File: config.mk
export PLATFORM = sky130hd
export DESIGN_NAME = pipelined_lookahead_addsub
export DESIGN_NICKNAME = d
export VERILOG_FILES = /design/src/rtl/accel_arith_pkg.sv /design/src/rtl/cla_chunk.sv /design/src/rtl/pipelined_lookahead_addsub.sv
export SDC_FILE = /design/constraint.sdc
export NUM_CORES = 1
export LEC_CHECK = 0
export ABC_AREA = 1
export ABC_CLOCK_PERIOD_IN_PS = 4000
export CAP_MARGIN = 15
export CORE_MARGIN = 1
export CORE_UTILIZATION = 45
export DETAILED_ROUTE_END_ITERATION = 16
export PLACE_DENSITY = 0.8
export SYNTH_ARGS = -nofsm -noshare
export SYNTH_HDL_FRONTEND = slang
export SYNTH_SLANG_ARGS = --single-unit
export TNS_END_PERCENT = 1
File: constraint.sdc
create_clock -name clk -period 4 [get_ports clk]
set_input_delay 1.2 -clock clk [delete_from_list [all_inputs] [get_ports clk]]
set_output_delay 1.2 -clock clk [all_outputs]
set_load 0.03 [all_outputs]
File: src/rtl/accel_arith_pkg.sv
// Shared arithmetic definitions for the accelerator datapath: the flag
// bundle produced by the add/sub pipeline, the per-stage chunk width and
// a parameter sanity check used at elaboration time.
package accel_arith_pkg;

    // Carry out of the MSB and signed overflow travel together.
    typedef struct packed {
        logic carry;
        logic ovf;
    } flags_t;

    // Width of one lookahead slice; guarded so a bad STAGES value still
    // reaches the readable error in paramsOk instead of a divide by zero.
    function automatic int chunkWidth(input int width, input int stages);
        return (stages > 0) ? (width / stages) : width;
    endfunction

    // The pipeline only works when the word splits into equal slices.
    function automatic bit paramsOk(input int width, input int stages);
        return (stages >= 1) && ((width % stages) == 0);
    endfunction

endpackage

File: src/rtl/cla_chunk.sv
// One lookahead slice of the pipelined adder. Purely combinational: it
// takes the operand slices and the carry entering the slice, and returns
// the slice sum, the carry leaving the slice and the carry entering its
// top bit (the last slice uses that one for signed overflow).
module cla_chunk #(
    parameter int N = 4
) (
    input  logic [N-1:0] a_i,
    input  logic [N-1:0] b_i,
    input  logic         cin_i,
    output logic [N-1:0] sum_o,
    output logic         cout_o,
    output logic         c_msb_in_o
);

    logic [N-1:0] prop;
    logic [N-1:0] gen;
    logic [N:0]   carry;

    assign prop = a_i ^ b_i;
    assign gen  = a_i & b_i;

    // Generate/propagate carry recurrence across the slice.
    always_comb begin
        carry[0] = cin_i;
        for (int i = 0; i < N; i++) begin
            carry[i+1] = gen[i] | (prop[i] & carry[i]);
        end
    end

    assign sum_o      = prop ^ carry[N-1:0];
    assign cout_o     = carry[N];
    assign c_msb_in_o = carry[N-1];

endmodule

File: src/rtl/pipelined_lookahead_addsub.sv
// Pipelined carry-lookahead adder/subtractor with valid/ready handshake.
// The word is split into STAGES equal slices; stage k adds slice k using
// the carry registered by stage k-1. Operand slices not yet consumed ride
// forward in skew registers and finished sum slices ride forward in delay
// registers, so the whole result lines up in the last stage, which drives
// the outputs directly. A stalled output freezes every stage at once.
module pipelined_lookahead_addsub #(
    parameter int WIDTH  = 16,
    parameter int STAGES = 4,
    parameter int TAG_W  = 4
) (
    input  logic             clk,
    input  logic             rst,
    input  logic             in_valid,
    output logic             in_ready,
    input  logic [WIDTH-1:0] in_a,
    input  logic [WIDTH-1:0] in_b,
    input  logic             in_cin,
    input  logic             in_sub,
    input  logic [TAG_W-1:0] in_tag,
    output logic             out_valid,
    input  logic             out_ready,
    output logic [WIDTH-1:0] out_sum,
    output logic             out_carry,
    output logic             out_ovf,
    output logic [TAG_W-1:0] out_tag
);

    import accel_arith_pkg::*;

    localparam int CHUNK = chunkWidth(WIDTH, STAGES);
    localparam int LAST  = STAGES - 1;

    if (!paramsOk(WIDTH, STAGES)) begin : gBadParams
        $error("pipelined_lookahead_addsub: STAGES must be >= 1 and divide WIDTH");
    end

    // Values entering each stage (from the ports for stage 0, otherwise
    // from the previous stage's registers) and what each stage produces.
    logic [WIDTH-1:0] aIn      [STAGES];
    logic [WIDTH-1:0] bIn      [STAGES];
    logic [WIDTH-1:0] sumIn    [STAGES];
    logic             cIn      [STAGES];
    logic [TAG_W-1:0] tagIn    [STAGES];
    logic             vIn      [STAGES];
    logic [CHUNK-1:0] chunkSum [STAGES];
    logic             chunkCout[STAGES];
    logic             chunkCMsb[STAGES];
    logic [WIDTH-1:0] sum_d    [STAGES];
    flags_t           flags_d  [STAGES];

    // Per-stage pipeline registers.
    logic             valid_q[STAGES];
    logic [WIDTH-1:0] a_q    [STAGES];
    logic [WIDTH-1:0] b_q    [STAGES];
    logic [WIDTH-1:0] sum_q  [STAGES];
    flags_t           flags_q[STAGES];
    logic [TAG_W-1:0] tag_q  [STAGES];

    logic advance;

    // The only stall source is a held result at the output; when it is
    // present every stage freezes and the entry refuses new work.
    assign advance  = ~(valid_q[LAST] & ~out_ready);
    assign in_ready = advance;

    for (genvar s = 0; s < STAGES; s++) begin : gStage
        if (s == 0) begin : gEntry
            // Subtraction is A + ~B + ~borrow, folded in before slice 0.
            assign aIn[s]   = in_a;
            assign bIn[s]   = in_sub ? ~in_b : in_b;
            assign cIn[s]   = in_cin ^ in_sub;
            assign sumIn[s] = '0;
            assign tagIn[s] = in_tag;
            assign vIn[s]   = in_valid;
        end else begin : gSkew
            assign aIn[s]   = a_q[s-1];
            assign bIn[s]   = b_q[s-1];
            assign cIn[s]   = flags_q[s-1].carry;
            assign sumIn[s] = sum_q[s-1];
            assign tagIn[s] = tag_q[s-1];
            assign vIn[s]   = valid_q[s-1];
        end

        cla_chunk #(
            .N(CHUNK)
        ) uChunk (
            .a_i       (aIn[s][s*CHUNK +: CHUNK]),
            .b_i       (bIn[s][s*CHUNK +: CHUNK]),
            .cin_i     (cIn[s]),
            .sum_o     (chunkSum[s]),
            .cout_o    (chunkCout[s]),
            .c_msb_in_o(chunkCMsb[s])
        );

        // Upper sum slices are still zero here, so OR-ing places the new slice.
        assign sum_d[s]   = sumIn[s] | (WIDTH'(chunkSum[s]) << (s * CHUNK));
        assign flags_d[s] = '{carry: chunkCout[s], ovf: chunkCMsb[s] ^ chunkCout[s]};
    end

    // Shift all stages together; payload only moves with a valid op so idle
    // stages keep their last contents instead of picking up bus noise.
    always_ff @(posedge clk) begin
        if (rst) begin
            for (int s = 0; s < STAGES; s++) begin
                valid_q[s] <= 1'b0;
                a_q[s]     <= '0;
                b_q[s]     <= '0;
                sum_q[s]   <= '0;
                flags_q[s] <= '0;
                tag_q[s]   <= '0;
            end
        end else if (advance) begin
            for (int s = 0; s < STAGES; s++) begin
                valid_q[s] <= vIn[s];
                if (vIn[s]) begin
                    a_q[s]     <= aIn[s];
                    b_q[s]     <= bIn[s];
                    sum_q[s]   <= sum_d[s];
                    flags_q[s] <= flags_d[s];
                    tag_q[s]   <= tagIn[s];
                end
            end
        end
    end

    assign out_valid = valid_q[LAST];
    assign out_sum   = sum_q[LAST];
    assign out_carry = flags_q[LAST].carry;
    assign out_ovf   = flags_q[LAST].ovf;
    assign out_tag   = tag_q[LAST];

endmodule

==> results of run 1 <==
worst min-delay path by stage:
| stage | startpoint | endpoint |
|---|---|---|
| 4_1_cts | sum_q[1][7] | sum_q[2][7] |
| 5_1_grt | sum_q[0][0] | sum_q[1][0] |
| 2_1_floorplan | a_q[0][8] | a_q[0][24] |
| 3_5_place_dp | sum_q[2][10] | sum_q[3][10] |
| 6_report | sum_q[1][7] | sum_q[2][7] |
| 3_3_place_gp | tag_q[1][3] | tag_q[2][3] |
layer usage:
metal  vias to the layer above  part of all wire, %  wire length (um)  global-route usage [%]
met2                        75                   49              3410                    22.9
met1                      1229                   44              3050                    15.0
li1                       1464                    -                 -                       -
met3                         9                  5.4               374                    5.55
met5                         -                    0                 0                       0
met4                         0                  1.6               108                    6.27
stage by stage:
step | area (um^2) | utilization (%) | setup slack, ns | cells
2_1_floorplan | 5100 | - | 0.208 | 440
4_1_cts | 6390 | 58.5 | 0.219 | 669
3_5_place_dp | 5850 | 53.5 | 0.00541 | 637
5_1_grt | 6390 | 58.5 | 0.194 | 669
3_3_place_gp | 5850 | 53.5 | 0.0727 | 637
6_report | 6390 | 58.5 | 0.224 | 669
flip-flops by register name (all words and copies together), names as in the netlist:
name,cells
tag_q,16
sum_q,40
b_q,24
valid_q,4
flags_q,5
a_q,24
report_power, final:
part / switching [uW] / internal, uW / leakage, uW
clock network: 506 / 846 / 0.000256
registers: 24.5 / 1400 / 0.00121
logic: 159 / 113 / 0.00128
total: 689 / 2350 / 0.00275
cells in the mapped netlist:
| cell | n | share of area, % |
|---|---|---|
| buf_4 | 2 | 0.29 |
| nand3_4 | 4 | 1.4 |
| fa_1 | 16 | 6.3 |
| xnor2_1 | 4 | 0.69 |
| nand2_4 | 1 | 0.22 |
| nand2_1 | 42 | 3.1 |
| xor2_1 | 1 | 0.17 |
| o21ai_0 | 3 | 0.29 |
| edfxtp_1 | 113 | 66 |
| nor2_1 | 91 | 6.7 |
| nor2_2 | 19 | 2.3 |
| buf_6 | 10 | 2.2 |
| inv_1 | 132 | 9.7 |
| buf_2 | 1 | 0.098 |
| inv_2 | 1 | 0.073 |
critical path, cell delays in order:
cell	delay [ns]
clkdlybuf4s50_1	0.47
inv_1	0.07
nand2_4	0.14
clkdlybuf4s50_1	0.70
logic make-up after synthesis:
kind of cell	share of synthesized area (%)
adder cells (fa/ha/maj)	6.28
flip-flops	66.5
buffers and inverters	12.4
AO/OA/AOI/OAI	0.294
XOR/XNOR	0.858
AND/OR/NAND/NOR	13.7
final cells by class:
type / instances / area (um^2) / area share, %
well taps: 140 / 175 / 2.74
clock buffers: 18 / 429 / 6.71
clock inverters: 14 / 118 / 1.84
repair buffers: 70 / 688 / 10.8
inverters: 133 / 499 / 7.81
flip-flops and latches: 113 / 3390 / 53.1
multi-input cells: 181 / 1090 / 17.0
==> run_results.csv, run 1 <==
group,metric,value,unit
final_layout,synthToLayoutAreaGrowth,25.3,%
yosys,synth.distinct_cells,15,
place,io_buffers,65,
yosys,synth_seq_area_share,66.5,%
yosys,syn_area_per_cell,11.6,um^2
timing,skew,0.00860,ns
routing,via_count,2777,
critical_path,crit_path_end,"in_ready",
timing,max_slew_margin,49.1,%
die,die_y,108,um
timing,worst_hold_slack,0.542,ns
timing,finalSetupViolations,0,
timing,finalCritPeriodShare,94.4,%
yosys,synth_cells,440,
clocking,tritoncts,"yes",
global_routing,grt_usage,13.6,%
critical_path,critPathMaxFanout,6,
timing,fin_crit,3.78,ns
final_layout,num-fill-cells,897,
routing,drt-initial-drc-count,85,
global_routing,grt_pass1_wl,11.6,mm
routing,drt-total-wl,6.95,mm
die,core,10900,um^2
critical_path,cp-end-kind,"output port",
critical_path,r2r_slack,1.74,ns
critical_path,startpoint,"out_ready",
timing,worst_pin_slew,0.762,ns
power_and_ir_drop,power.leakage,0.00275,uW
final_layout,nets,574,
flow_run,drv_cap,0,
clocking,clk_pin_slew,0.05,ns
final_layout,num_antenna_cells,0,
clocking,cts_max_level,4,
global_routing,grt_remaining_overflow,0,
global_routing,grt_max_degree,35,
routing,drt.antenna.violating_nets,0,
final_layout,final_common_cell,"inv_1",
global_routing,antenna_found_initial,0,
critical_path,cp.arrival,2.58,ns
power_and_ir_drop,power.total,3040,uW
clocking,clock_sinks,113,
power_and_ir_drop,vdd_drop_max,0.330,mV
yosys,ys_warn_count,0,
final_layout,final_cell_mix,"inv_1 (132), edfxtp_1 (113), nor2_1 (91)",
clocking,cts-resized-gates,0,
timing,fin_tns_setup,0,ns
clocking,cts_buffers,17,
critical_path,r2r_start,"a_q[0][44]",
critical_path,reg2reg_to,"sum_q[3][15]",
clocking,hold_buffers,0,
die,die_w,108,um
die,die_area,11800,um^2
place,dp_hpwl,4.86,mm
clocking,clk_path_buf_depth,2,
critical_path,criticalPathCategory,"primary input to output port",
critical_path,reg2reg_depth,8,
place,gp_congestion,0.746,
die,start_util,46.7,%
final_layout,layout-drive-gt1-share,11.9,%
timing,rsz0062_at_grt,"no",
clocking,clk_latency,0.40,ns
yosys,ys_seq_elements,113,
timing,hold_violations,0,
critical_path,required,2.80,ns
power_and_ir_drop,powerDensity,476,nW/um^2
clocking,cts_setup_buffers,0,
min_path,hp-class,"register to register",
routing,drc,0,
routing,wl_per_cell,10.4,um
clocking,root_buffer,"clkbuf_16",
routing,post_drt_via_cell_ratio,4.15,
die,io_pins,66,
critical_path,start_kind,"primary input",
routing,dr.pass1.iters,4,
min_path,hold_depth,2,
global_routing,grt_pass1_vias,2687,
timing,maxSlewViolCount,0,
timing,max_freq,265,MHz
yosys,syn-cell-area,5100,um^2
outcome,run_status,"completed",
yosys,synth_nets,498,
die,placementRows,38,
Power figures use the tool's default switching activity.
==> run 2: changes to the inputs <==
Settings changed: PLACE_DENSITY 0.8 to unset, PLACE_DENSITY_LB_ADDON set to 0.25.
==> run_results.csv, run 2 (synthesis gave the netlist of run 1 again) <==
group,metric,value,unit
clocking,clock_sinks,113,
global_routing,antenna_found_initial,0,
clocking,cts_buffers,17,
final_layout,multi_input_area,1100,um^2
timing,worst_hold_slack,0.535,ns
power_and_ir_drop,p_int,2620,uW
routing,via_count,2733,
global_routing,grt_usage,13.5,%
routing,wl_per_cell,9.99,um
die,die_w,108,um
die,start_util,46.7,%
global_routing,grt_remaining_overflow,0,
clocking,tritoncts,"yes",
critical_path,critPathMaxFanout,6,
final_layout,num_antenna_cells,0,
final_layout,reg_top3,"sum_q: 40 flops, a_q: 24 flops, b_q: 24 flops",
critical_path,r2r_start,"a_q[0][44]",
place,io_buffers,65,
routing,drt-initial-drc-count,84,
routing,drt-total-wl,6.68,mm
min_path,hold_depth,2,
critical_path,cp.arrival,2.58,ns
routing,drt.antenna.violating_nets,0,
power_and_ir_drop,power.leakage,0.00281,uW
power_and_ir_drop,seq_power_share,42.7,%
critical_path,r2r_slack,1.80,ns
clocking,clk_latency,0.39,ns
clocking,clk_path_buf_depth,2,
die,placementRows,38,
final_layout,largest-register,"sum_q",
timing,fin_crit,3.78,ns
routing,dr.pass1.iters,4,
timing,max_freq,264,MHz
power_and_ir_drop,pwr-share-comb,8.2,%
critical_path,reg2reg_to,"sum_q[3][15]",
die,die_area,11800,um^2
final_layout,final_cell_mix,"inv_1 (132), edfxtp_1 (113), nor2_1 (91)",
critical_path,start_kind,"primary input",
critical_path,required,2.80,ns
clocking,hold_buffers,0,
critical_path,cp-end-kind,"output port",
place,dp_hpwl,4.51,mm
die,core,10900,um^2
final_layout,synthToLayoutAreaGrowth,27.6,%
clocking,cts-resized-gates,0,
clocking,cts_max_level,4,
power_and_ir_drop,powerDensity,510,nW/um^2
final_layout,nets,574,
critical_path,reg2reg_depth,8,
timing,finalSetupViolations,0,
clocking,root_buffer,"clkbuf_16",
timing,worst_pin_slew,0.806,ns
timing,max_slew_margin,46.1,%
final_layout,final_common_cell,"inv_1",
timing,maxSlewViolCount,0,
final_layout,layout-drive-gt1-share,12.3,%
timing,skew,0.00844,ns
timing,rsz0062_at_grt,"no",
outcome,run_status,"completed",
routing,post_drt_via_cell_ratio,4.09,
flow_run,drv_cap,0,
final_layout,regArea,3390,um^2
global_routing,grt_pass1_wl,11.7,mm
place,gp_congestion,0.709,
die,io_pins,66,
timing,fin_tns_setup,0,ns
global_routing,grt_max_degree,35,
clocking,cts_setup_buffers,0,
global_routing,grt_pass1_vias,2697,
min_path,min_to,"tag_q[2][1]",
timing,finalCritPeriodShare,94.6,%
min_path,holdCritStartpoint,"tag_q[1][1]",
final_layout,num-fill-cells,910,
final_layout,largest_reg_flops,40,
power_and_ir_drop,vdd_drop_max,0.296,mV
timing,hold_violations,0,
routing,drc,0,
critical_path,criticalPathCategory,"primary input to output port",
power_and_ir_drop,power.net_switching,700,uW
min_path,hp-class,"register to register",
power_and_ir_drop,pwr-share-clk,49.1,%
clocking,clk_pin_slew,0.06,ns
power_and_ir_drop,sw_frac_of_total,21.1,%
die,die_y,108,um
==> run 2: worst max path at each step <==
| stage | start | end | cells after the start |
|---|---|---|---|
| floorplan | out_ready | a_q[0][24] | 2 |
| global placement | in_sub | sum_q[0][3] | 10 |
| detailed placement | in_sub | sum_q[0][3] | 10 |
| CTS | out_ready | in_ready | 4 |
| global route | out_ready | in_ready | 4 |
| finish | out_ready | in_ready | 4 |
==> run 2: metal layers <==
metal	routed length, um	track usage [%]	vias up
met5	0	0	-
met4	88	6.08	0
met2	3330	23.5	63
met1	2950	14.6	1196
met3	314	5.06	6
li1	-	-	1468
==> run 2: through the flow <==
stage	instances	setup WS (ns)	cell area (um^2)	total power [uW]	utilization, %
6_report	669	0.216	6510	3320	59.5
5_1_grt	669	0.161	6510	3450	59.5
4_1_cts	669	0.206	6510	3350	59.5
3_5_place_dp	637	0.000229	5850	1720	53.5
3_3_place_gp	637	0.0736	5850	1710	53.5
2_1_floorplan	440	0.208	5100	1620	-
==> run 2: power by group through the flow <==
stage | Sequential (uW) | Clock (uW) | Combinational [uW]
floorplan | 1470 | 0 | 148
global placement | 1440 | 0 | 269
detailed placement | 1440 | 0 | 275
CTS | 1420 | 1650 | 278
global route | 1430 | 1710 | 311
finish | 1420 | 1630 | 271
==> run 2: final cells by class <==
class | instances | share of cell area [%]
tap | 140 | 2.69
multi-input combinational | 181 | 16.9
timing repair buffer | 70 | 10.6
clock inverter | 15 | 3.57
clock buffer | 17 | 6.53
sequential | 113 | 52.1
inverter | 133 | 7.67
==> run 2: worst max-delay path: stages <==
cell and delay, ns:
clkdlybuf4s50_1 0.48, inv_1 0.07, nand2_4 0.14, clkdlybuf4s50_1 0.69
